<file path="src/rtl/legv8_ctrl_pkg.sv">
// Shared types and encodings for the LEGv8 multicycle control path.
package legv8_ctrl_pkg;

    // Sequencer states
    typedef enum logic [2:0] {
        IDLE,
        FETCH,
        DECODE,
        EXEC,
        MEM,
        WB,
        EXC
    } state_t;

    // Instruction classes as seen by the sequencer
    typedef enum logic [2:0] {
        OP_R,
        OP_LDUR,
        OP_STUR,
        OP_CBZ,
        OP_ILL
    } op_class_t;

    // Opcode field instr[31:21]
    localparam logic [10:0] OPC_ADD    = 11'b10001011000;
    localparam logic [10:0] OPC_SUB    = 11'b11001011000;
    localparam logic [10:0] OPC_AND    = 11'b10001010000;
    localparam logic [10:0] OPC_ORR    = 11'b10101010000;
    localparam logic [10:0] OPC_LDUR   = 11'b11111000010;
    localparam logic [10:0] OPC_STUR   = 11'b11111000000;
    // CBZ only fixes the top 8 bits; the low 3 bits belong to the immediate
    localparam logic [7:0]  OPC_CBZ_HI = 8'b10110100;

    // ALU operation select
    localparam logic [3:0] ALU_AND   = 4'b0000;
    localparam logic [3:0] ALU_ORR   = 4'b0001;
    localparam logic [3:0] ALU_ADD   = 4'b0010;
    localparam logic [3:0] ALU_SUB   = 4'b0110;
    localparam logic [3:0] ALU_PASSB = 4'b0111;

    // Exception cause
    localparam logic [1:0] EXC_NONE    = 2'b00;
    localparam logic [1:0] EXC_ILLEGAL = 2'b01;
    localparam logic [1:0] EXC_IMEM_TO = 2'b10;
    localparam logic [1:0] EXC_DMEM_TO = 2'b11;

endpackage

</file>
<file path="src/rtl/op_decoder.sv">
// Combinational opcode decoder: classifies instr[31:21] and picks the ALU
// operation. Kept separate so pipelined control can reuse it.
module op_decoder
    import legv8_ctrl_pkg::*;
(
    input  logic [10:0] instr,
    output op_class_t   op_class,
    output logic [3:0]  alu_ctrl
);

    // Map opcode to class and ALU op; unknown opcodes are illegal
    always_comb begin
        op_class = OP_ILL;
        alu_ctrl = ALU_AND;
        if (instr[10:3] == OPC_CBZ_HI) begin
            op_class = OP_CBZ;
            alu_ctrl = ALU_PASSB;
        end else begin
            case (instr)
                OPC_ADD: begin
                    op_class = OP_R;
                    alu_ctrl = ALU_ADD;
                end
                OPC_SUB: begin
                    op_class = OP_R;
                    alu_ctrl = ALU_SUB;
                end
                OPC_AND: begin
                    op_class = OP_R;
                    alu_ctrl = ALU_AND;
                end
                OPC_ORR: begin
                    op_class = OP_R;
                    alu_ctrl = ALU_ORR;
                end
                OPC_LDUR: begin
                    op_class = OP_LDUR;
                    alu_ctrl = ALU_ADD;
                end
                OPC_STUR: begin
                    op_class = OP_STUR;
                    alu_ctrl = ALU_ADD;
                end
                default: begin
                    op_class = OP_ILL;
                    alu_ctrl = ALU_AND;
                end
            endcase
        end
    end

endmodule

</file>
<file path="src/rtl/multicycle_controller.sv">
// Multicycle LEGv8 sequencer: FETCH/DECODE/EXEC/MEM/WB with variable-latency
// memory handshakes, a memory watchdog, halt/resume, a retired-instruction
// counter and a sticky exception state.
// Parameter constraints: TIMEOUT >= 2 and 2**TO_W > TIMEOUT.
module multicycle_controller
    import legv8_ctrl_pkg::*;
#(
    parameter int unsigned CNT_W   = 32,
    parameter int unsigned TIMEOUT = 16,
    parameter int unsigned TO_W    = 5
) (
    input  logic             CLOCK_50,
    input  logic             reset,
    input  logic [10:0]      instr,
    input  logic             imem_ready,
    input  logic             dmem_ready,
    input  logic             halt,
    output logic             imem_req,
    output logic             irWrite,
    output logic             pcWrite,
    output logic             reg2loc,
    output logic             AluSrc,
    output logic             memtoReg,
    output logic             Branch,
    output logic             regWrite,
    output logic             memRead,
    output logic             memWrite,
    output logic [3:0]       AluControl,
    output logic [CNT_W-1:0] retired,
    output logic             idle,
    output logic             exc,
    output logic [1:0]       exc_code
);

    // Watchdog value on the last permitted waiting cycle
    localparam logic [TO_W-1:0] WD_LAST = TO_W'(TIMEOUT - 1);

    state_t            state;
    op_class_t         cls;
    logic [3:0]        alu_op;
    logic [TO_W-1:0]   wdog;
    logic [CNT_W-1:0]  retired_cnt;
    logic [1:0]        exc_cause;

    op_class_t         dec_class;
    logic [3:0]        dec_alu;

    op_decoder u_op_decoder (
        .instr    (instr),
        .op_class (dec_class),
        .alu_ctrl (dec_alu)
    );

    // Sequencer, latched opcode class, watchdog, retire counter and cause
    always_ff @(posedge CLOCK_50 or negedge reset) begin
        if (!reset) begin
            state       <= IDLE;
            cls         <= OP_R;
            alu_op      <= ALU_AND;
            wdog        <= '0;
            retired_cnt <= '0;
            exc_cause   <= EXC_NONE;
        end else begin
            unique case (state)
                IDLE: begin
                    if (!halt) begin
                        state <= FETCH;
                        wdog  <= '0;
                    end
                end
                FETCH: begin
                    // A ready on the last permitted cycle still wins
                    if (imem_ready) begin
                        state <= DECODE;
                    end else if (wdog == WD_LAST) begin
                        state     <= EXC;
                        exc_cause <= EXC_IMEM_TO;
                    end else begin
                        wdog <= wdog + TO_W'(1);
                    end
                end
                DECODE: begin
                    cls    <= dec_class;
                    alu_op <= dec_alu;
                    if (dec_class == OP_ILL) begin
                        state     <= EXC;
                        exc_cause <= EXC_ILLEGAL;
                    end else begin
                        state <= EXEC;
                    end
                end
                EXEC: begin
                    unique case (cls)
                        OP_CBZ: begin
                            retired_cnt <= retired_cnt + CNT_W'(1);
                            state       <= halt ? IDLE : FETCH;
                            wdog        <= '0;
                        end
                        OP_LDUR, OP_STUR: begin
                            state <= MEM;
                            wdog  <= '0;
                        end
                        default: begin
                            state <= WB;
                        end
                    endcase
                end
                MEM: begin
                    if (dmem_ready) begin
                        if (cls == OP_STUR) begin
                            retired_cnt <= retired_cnt + CNT_W'(1);
                            state       <= halt ? IDLE : FETCH;
                            wdog        <= '0;
                        end else begin
                            state <= WB;
                        end
                    end else if (wdog == WD_LAST) begin
                        state     <= EXC;
                        exc_cause <= EXC_DMEM_TO;
                    end else begin
                        wdog <= wdog + TO_W'(1);
                    end
                end
                WB: begin
                    retired_cnt <= retired_cnt + CNT_W'(1);
                    state       <= halt ? IDLE : FETCH;
                    wdog        <= '0;
                end
                EXC: begin
                    // Sticky until reset; counter and cause frozen
                    state <= EXC;
                end
                default: begin
                    state <= IDLE;
                end
            endcase
        end
    end

    // Moore control decode from the state and latched class; only the
    // fetch strobes follow imem_ready so the IR loads in the ready cycle.
    // AluControl is driven only in EXEC, where the ALU result is consumed.
    always_comb begin
        imem_req   = (state == FETCH);
        irWrite    = (state == FETCH) && imem_ready;
        pcWrite    = (state == FETCH) && imem_ready;
        reg2loc    = (state == DECODE) && ((dec_class == OP_STUR) || (dec_class == OP_CBZ));
        AluSrc     = (state == EXEC) && ((cls == OP_LDUR) || (cls == OP_STUR));
        AluControl = (state == EXEC) ? alu_op : ALU_AND;
        Branch     = (state == EXEC) && (cls == OP_CBZ);
        memRead    = (state == MEM) && (cls == OP_LDUR);
        memWrite   = (state == MEM) && (cls == OP_STUR);
        regWrite   = (state == WB);
        memtoReg   = (state == WB) && (cls == OP_LDUR);
        idle       = (state == IDLE);
        exc        = (state == EXC);
        exc_code   = exc_cause;
        retired    = retired_cnt;
    end

    // The exception state never drives datapath controls
    always_ff @(posedge CLOCK_50) begin
        if (reset && exc) begin
            assert (!(imem_req || memRead || memWrite || regWrite || Branch))
                else $error("controls active in exception state");
        end
    end

endmodule

</file>
<file path="config.mk">
export PLATFORM = sky130hd
export DESIGN_NAME = multicycle_controller
export DESIGN_NICKNAME = d
export VERILOG_FILES = /design/src/rtl/legv8_ctrl_pkg.sv /design/src/rtl/op_decoder.sv /design/src/rtl/multicycle_controller.sv
export SDC_FILE = /design/constraint.sdc
export NUM_CORES = 1
export LEC_CHECK = 0
export CORE_MARGIN = 4
export CORE_UTILIZATION = 44
export DETAILED_ROUTE_END_ITERATION = 10
export GPL_TIMING_DRIVEN = 1
export PLACE_DENSITY_LB_ADDON = 0.1
export SYNTH_ARGS = -nofsm -noshare
export SYNTH_HDL_FRONTEND = slang
export SYNTH_SLANG_ARGS = --single-unit
export TNS_END_PERCENT = 5
</file>
<file path="constraint.sdc">
create_clock -name CLOCK_50 -period 1.73 [get_ports CLOCK_50]
set_input_delay 0.173 -clock CLOCK_50 [delete_from_list [all_inputs] [get_ports CLOCK_50]]
set_output_delay 0.173 -clock CLOCK_50 [all_outputs]
set_load 0.03 [all_outputs]
</file>
==> metrics.md, run 1 <==
| Metric | Value |
|---|---|
| Number of buffers inserted during clock tree synthesis | 5 |
| Leakage power | around 1.8 nW |
| Standard-cell rows | 27 |
| Dominant synthesized flop cell | sky130_fd_sc_hd__dfrtp_1 |
| Maximum root-to-sink buffer count | 2 |
| WL/cell | about 13 um |
| Via count of the first global-routing pass | ~2,400 |
| Shortest period the worst path allows | 1760 ps |
| Multi-input gate area in the final layout | around 0.0014 sq mm |
| Number of nets in the layout | 409 |
| Relative contribution of the clock network to total power | ~20% |
| Post-synthesis async set-or-reset flop share | 100% |
| Slew HR | 59.5% |
| 1st-iter DRT viols | between 90 and 100 |
| DIE AREA | roughly 0.0072 sq mm |
| Synth area leader | sky130_fd_sc_hd__dfrtp_1 |
| Syn Inst Count | roughly 260 |
| Type of the tightest min-delay check | in2reg |
| Proportion of synthesized area in mux cells | less than 1% |
| Mean area per synthesized cell | 9.89 sq um |
| Dominant cells by area after synthesis | sky130_fd_sc_hd__dfrtp_1 (46%), sky130_fd_sc_hd__xnor2_1 (9.1%), sky130_fd_sc_hd__nand2_1 (4.3%) |
| Xor/xnor cell area share of the yosys netlist | a little over a tenth |
| Highest attainable clock frequency | 569 MHz |
| Netlist Area Pre-Place | roughly 0.0026 sq mm |
| Pin count of the biggest net entering global routing | 49 |
| Die Y-Extent | between 80 and 90 um |
| Violations in the final reports | negative setup slack |
| Final weighted congestion of routability-driven global placement | about 0.92 |
| Core utilization of the finished layout | 71.6% |
| Data arrival time of the critical path | 1590 ps |
| Internal | between 2 and 3 mW |
| Clock insertion delay at the later pin of the skew report | ~300 ps |
| Number of antenna-violating nets in the routed design | 0 |
| Cells on worst reg2reg path | 3 |
| Critical Path Start | state[2] |
| Element type at the critical path end | output pin |
| Crit share post-route | 102% |
| Worst voltage drop across the vdd grid | between 0.7 and 0.8 mV |
| Placed cell count | around 440 |
| Worst hold margin | between 300 and 400 ps |
| Global route total overflow | 0 |
| Part of the total power dissipated in sequential elements | roughly 35% |
| Worst setup path category | reg2out |
| Routed via count | 2,372 |
| Total of max-cap violations | 0 |
| Core area | roughly 0.0056 sq mm |
| Share of the synthesized area in the top cell type | between 40% and 50% |
| Diode count | 0 |
| Non-filler cells, final | 464 |
| Data required, critical path | ~1600 ps |
| Fraction of layout cells with a size suffix above 1 | between 30% and 40% |
| Worst hold path depth | 5 |
| # DRC | 0 |
| Final hold violation count | 0 |
| HPWL after detailed placement | approximately 4.6 mm |
| WL final | ~6.2 mm |
| Accumulated negative setup slack | -55.8 ps |
| Global-route wire length before repair | approximately 10 mm |
| I/O pin total | 66 |
| Count of different cell masters after synthesis | 53 |
| Adder-cell area share of the yosys netlist | less than 1% |
| EDFF count, synth | 0 |
| Minimum setup slack in the final design | -28.1 ps |
| Sequential cell area fraction in the yosys report | about 46% |
| Hold Startpoint | instr[6] |
| Area fraction in and, or, nand and nor cells after synthesis | between 20 and 30% |
| Deepest level of the CTS H-tree | 2 |
| Outcome | finished, violations left |
| Total number of clock tree sinks | between 40 and 50 |
| Overall Global Routing Usage | between 15 and 20% |
| Pwr Total | between 4 and 5 mW |
| Type of origin of the critical path | register |
| Final clock skew | about 12 ps |
| Warnings, synthesis | 0 |
| Post-synthesis register bit count | 48 |
| Combinational family with the most area after synthesis | simple AND/OR/NAND/NOR gates |
| Proportion of power drawn by combinational gates | a little under half |
| Count of buffers from port buffering | 64 |
| Sw Pwr | 1.53 mW |
| Pre-antenna DRT Iters | 4 |
| Die W | ~85 um |
| Layout Area Growth over Synthesis | 55.0% |
| Cell at the root of the clock tree | sky130_fd_sc_hd__clkbuf_8 |
| Pwr Density | about 1000 mW/mm^2 |
| Switching portion of total power | 36.5% |
| Pins over their slew limit | 0 |
| Reg2Reg Launch Point | state[0] |
| TritonCTS clock tree | done |
| Register area | approximately 0.0012 sq mm |
| Filler cell count in the final layout | around 430 |
| Antenna violations before repair | 0 |
| Clock transition at path regs | around 90 ps |
| Final count of negative-setup-slack endpoints | 2 |
| Synth Net Count | between 200 and 300 |
| Via density per instance | slightly above 5 |
| Fraction of the mapped netlist area in compound gates | around a tenth |
| Starting density of the core | a little under half |
| RSZ-0062 raised after global routing | true |
| Transition at the pin with the smallest max-transition slack | about 610 ps |
| Largest fanout on the critical path | 8 |
## cell families after synthesis
group | after synthesis
XOR/XNOR | 32
buffers and inverters | 13
flip-flops | 48
AND/OR/NAND/NOR | 127
adder cells (fa/ha/maj) | 2
multiplexers | 1
AO/OA/AOI/OAI | 38
other | 1
## stage by stage
step	area, sq um	worst slack [ps]
after global placement	3650	-207
after floorplan	2600	-217
after CTS	3810	-111
after global routing	4020	-83.8
after detailed placement	3650	-254
final	4020	-28.1
## worst paths after layout
kind,end,slack (ps)
worst max-delay path,irWrite,-30
max in group asynchronous,state[1],780
worst max register to register,exc_code[1],40
worst min register to register,alu_op[0],470
min in group asynchronous,retired[12],500
worst min-delay path,alu_op[0],360
## cell type report
cell class	instances	area share [%]
inverter	5	0.467
timing repair buffer	130	28.3
sequential	48	30.0
tap	72	2.24
multi-input combinational	201	35.9
clock buffer	6	2.06
clock inverter	2	0.965
## layer usage
metal  GRT usage (%)  up-vias  part of all wire (%)  routed length [um]
li1                -     1188                     -                   -
met1            22.7     1120                    46                2870
met2            29.1       56                    49                3040
met3            3.24        8                   4.4                 275
met4            4.17        0                   1.0                  65
met5               0        -                     0                   0
## sequential cells by signal, indices dropped and copies added, names as in the netlist
| signal | flops |
|---|---|
| alu_op | 3 |
| cls | 3 |
| exc_code | 2 |
| retired | 32 |
| state | 3 |
| wdog | 5 |
## worst max-delay path: stages, from the launching register on
cell and delay (ps):
sky130_fd_sc_hd__dfrtp_1 430, sky130_fd_sc_hd__buf_6 160, sky130_fd_sc_hd__buf_4 140, sky130_fd_sc_hd__nor3b_4 220, sky130_fd_sc_hd__and2_4 190, sky130_fd_sc_hd__buf_4 150
## cells in the mapped netlist, types with 3 or more instances
| library cell | count |
|---|---|
| sky130_fd_sc_hd__and2_1 | 6 |
| sky130_fd_sc_hd__nand3_1 | 18 |
| sky130_fd_sc_hd__nor3_1 | 8 |
| sky130_fd_sc_hd__nand4_1 | 11 |
| sky130_fd_sc_hd__inv_1 | 4 |
| sky130_fd_sc_hd__nor2b_1 | 5 |
| sky130_fd_sc_hd__xor2_1 | 5 |
| sky130_fd_sc_hd__o21ai_0 | 4 |
| sky130_fd_sc_hd__xnor2_1 | 27 |
| sky130_fd_sc_hd__o21ai_1 | 3 |
| sky130_fd_sc_hd__nor2_1 | 11 |
| sky130_fd_sc_hd__and4_1 | 3 |
| sky130_fd_sc_hd__nor3b_1 | 6 |
| sky130_fd_sc_hd__nand2_1 | 30 |
| sky130_fd_sc_hd__dfrtp_1 | 48 |
| sky130_fd_sc_hd__and3_1 | 8 |
| sky130_fd_sc_hd__clkbuf_1 | 3 |
| sky130_fd_sc_hd__nor4_1 | 3 |
| sky130_fd_sc_hd__a21oi_1 | 12 |
## cell usage in the layout (no fill, tap or decap), types with 8 or more instances in the layout
master and n:
sky130_fd_sc_hd__a21oi_1 10, sky130_fd_sc_hd__and3_1 8, sky130_fd_sc_hd__buf_4 71, sky130_fd_sc_hd__buf_6 8
sky130_fd_sc_hd__clkdlybuf4s50_1 44, sky130_fd_sc_hd__dfrtp_1 45, sky130_fd_sc_hd__nand2_1 30, sky130_fd_sc_hd__nand3_1 18
sky130_fd_sc_hd__nand4_1 11, sky130_fd_sc_hd__nor2_1 10, sky130_fd_sc_hd__xnor2_1 27
## what timing repair did
item	in CTS	in global routing
buffers inserted	0	11
resized for setup	9	32
pin swaps	1	13
endpoints found under the hold margin	48	0
gates cloned	0	0
hold buffers	1	0
setup endpoints to repair	11	40
## power groups by stage
stage	clock [mW]	sequential, mW	combinational, mW
finish	0.851	1.45	1.89
floorplan	0	1.53	0.808
detailed placement	0	1.44	1.60
global route	0.926	1.47	2.05
global placement	0	1.44	1.57
CTS	0.872	1.43	1.64
Note: power is estimated with default switching activity, not from simulation.
==> run 2: changes to the inputs <==
Settings changed: CORE_UTILIZATION 44 to 50, SLEW_MARGIN set to 25.
Clock period 1.73 ns to 2.2 ns, I/O delays scaled along.
==> run 2 against run 1 <==
The run now ends clean. Clock skew decreased by 4.2 ps. Hold slack got worse by 350 ps. Non-clock buffer count decreased by 57. Global-route usage increased by 2.4 points. Routed wire length decreased by 9.8%. Sequential power decreased by 19%.
==> metrics.md, run 2 (synthesis results as in run 1) <==
| Metric | Value |
|---|---|
| Outcome | finished, final reports clean |
| Number of buffers inserted during clock tree synthesis | 5 |
| Final clock skew | roughly 8 ps |
| Count of buffers from port buffering | 64 |
| Maximum root-to-sink buffer count | 2 |
| Core area | between 0.004 and 0.005 sq mm |
| Worst setup path category | reg2out |
| Filler cell count in the final layout | between 400 and 500 |
| Pins over their slew limit | 0 |
| Total number of clock tree sinks | 48 |
| Reg2Reg Launch Point | state[0] |
| Antenna violations before repair | 0 |
| Internal | ~1.8 mW |
| Reg-to-Reg End | state[2] |
| Leakage power | 1.50 nW |
| Shortest period the worst path allows | around 2000 ps |
| Most common cell after layout, fill and taps aside | sky130_fd_sc_hd__clkdlybuf4s50_1 |
| Fraction of layout cells with a size suffix above 1 | approximately 11% |
| Starting density of the core | 53.1% |
| Standard-cell rows | 25 |
| RSZ-0062 raised after global routing | false |
| Largest fanout on the critical path | 16 |
| Number of flip-flops in the largest register | 32 |
| Cell at the root of the clock tree | sky130_fd_sc_hd__clkbuf_8 |
| Die W | approximately 80 um |
| Clock insertion delay at the later pin of the skew report | around 300 ps |
| Final count of negative-setup-slack endpoints | 0 |
| Pwr Density | between 800 and 900 mW/mm^2 |
| Data arrival time of the critical path | 1830 ps |
| WL final | roughly 5.6 mm |
| Data required, critical path | between 1500 and 2000 ps |
| Slew HR | about three fifths |
| TritonCTS clock tree | done |
| I/O pin total | 66 |
| Die Y-Extent | around 80 um |
| Final hold violation count | 0 |
| Crit share post-route | between 90 and 100% |
| Routed via count | 2,207 |
| Type of the tightest min-delay check | in2async |
| Pin count of the biggest net entering global routing | 49 |
| Placed cell count | slightly below 400 |
| Pre-antenna DRT Iters | 4 |
| Via density per instance | between 5 and 6 |
| Layout Area Growth over Synthesis | 33.5% |
| Non-filler cells, final | 402 |
| Number of antenna-violating nets in the routed design | 0 |
| HPWL after detailed placement | ~4.3 mm |
| Clock transition at path regs | around 90 ps |
| Register-to-register path setup slack | roughly 220 ps |
| Transition at the pin with the smallest max-transition slack | between 500 and 600 ps |
| Proportion of power drawn by combinational gates | a little over a third |
| Accumulated negative setup slack | 0 ps |
| Relative contribution of the clock network to total power | between 20% and 30% |
| DIE AREA | about 0.0064 sq mm |
| Cells on worst reg2reg path | 6 |
| Global-route wire length before repair | between 9 and 10 mm |
| Deepest level of the CTS H-tree | 2 |
| Total of max-cap violations | 0 |
| Number of nets in the layout | ~350 |
| Highest attainable clock frequency | slightly below 500 MHz |
| Via count of the first global-routing pass | about 2,300 |
| Element type at the critical path end | output pin |
| Leading cell types in the layout, fill and taps excluded | sky130_fd_sc_hd__clkdlybuf4s50_1 (50), sky130_fd_sc_hd__dfrtp_1 (46), sky130_fd_sc_hd__nand2_1 (30) |
| Diode count | 0 |
| # DRC | 0 |
| Number of hold buffers added after CTS | 0 |
| Worst voltage drop across the vdd grid | about 0.57 mV |
| Type of origin of the critical path | register |
| Sw Pwr | just over 1 mW |
| 1st-iter DRT viols | 74 |
| Global route total overflow | 0 |
| Part of the total power dissipated in sequential elements | 41.3% |
| Final weighted congestion of routability-driven global placement | approximately 0.85 |
| Switching portion of total power | 36.0% |
| Overall Global Routing Usage | 19.6% |
| WL/cell | 14.0 um |
-- run 2: metal layers --
metal | wire (um) | GRT usage, % | part of all wire [%]
met5 | 0 | 0 | 0
met4 | 76 | 7.26 | 1.3
met3 | 368 | 5.30 | 6.5
met2 | 2780 | 33.9 | 49
met1 | 2410 | 23.2 | 43
-- run 2: per-stage QoR --
step                hold WS [ps]  utilization, %  power, mW  cell area [sq um]  worst slack, ps
detailed placement           352            68.3       2.21               3330              110
global placement             354            68.3       2.19               3330              169
global route                61.0            70.9       3.07               3460             27.1
finish                      10.2            70.9       2.86               3460              151
CTS                         24.5            70.7       2.90               3450             18.4
floorplan                  -75.6               -       1.84               2600              158
-- run 2: worst max-delay path by stage --
stage,from,slack (ps),to
after floorplan,state[2],160,memtoReg
after global placement,instr[4],170,state[2]
after detailed placement,instr[4],110,state[2]
after CTS,cls[2],20,memWrite
after global routing,state[0],30,state[2]
final,state[2],150,exc
-- run 2: area by class of cell --
cell class / instances / area [sq um] / share of cell area [%]
clock buffers: 7 / 96.3 / 2.78
clock inverters: 1 / 30.0 / 0.868
inverters: 5 / 18.8 / 0.542
multi-input cells: 201 / 1330 / 38.4
flip-flops and latches: 48 / 1200 / 34.8
well taps: 67 / 83.8 / 2.42
repair buffers: 73 / 697 / 20.1
-- run 2: what timing repair did --
action                                  in CTS  in global routing
gates resized for setup                     12                  3
buffers inserted                             0                  0
endpoints found under the setup margin       9                  3
pin swaps                                    0                  0
-- run 2: critical path, stage by stage, from the launching register on --
cell	delay [ps]
sky130_fd_sc_hd__dfrtp_2	520
sky130_fd_sc_hd__nor2b_1	200
sky130_fd_sc_hd__and2_1	150
sky130_fd_sc_hd__clkdlybuf4s50_1	670
-- run 2: power groups by stage --
stage / logic [mW] / clock network (mW) / registers (mW)
final: 1.00 / 0.681 / 1.18
after global routing: 1.11 / 0.753 / 1.21
after CTS: 1.02 / 0.707 / 1.18
after detailed placement: 1.02 / 0 / 1.19
after global placement: 1.00 / 0 / 1.19
after floorplan: 0.635 / 0 / 1.20
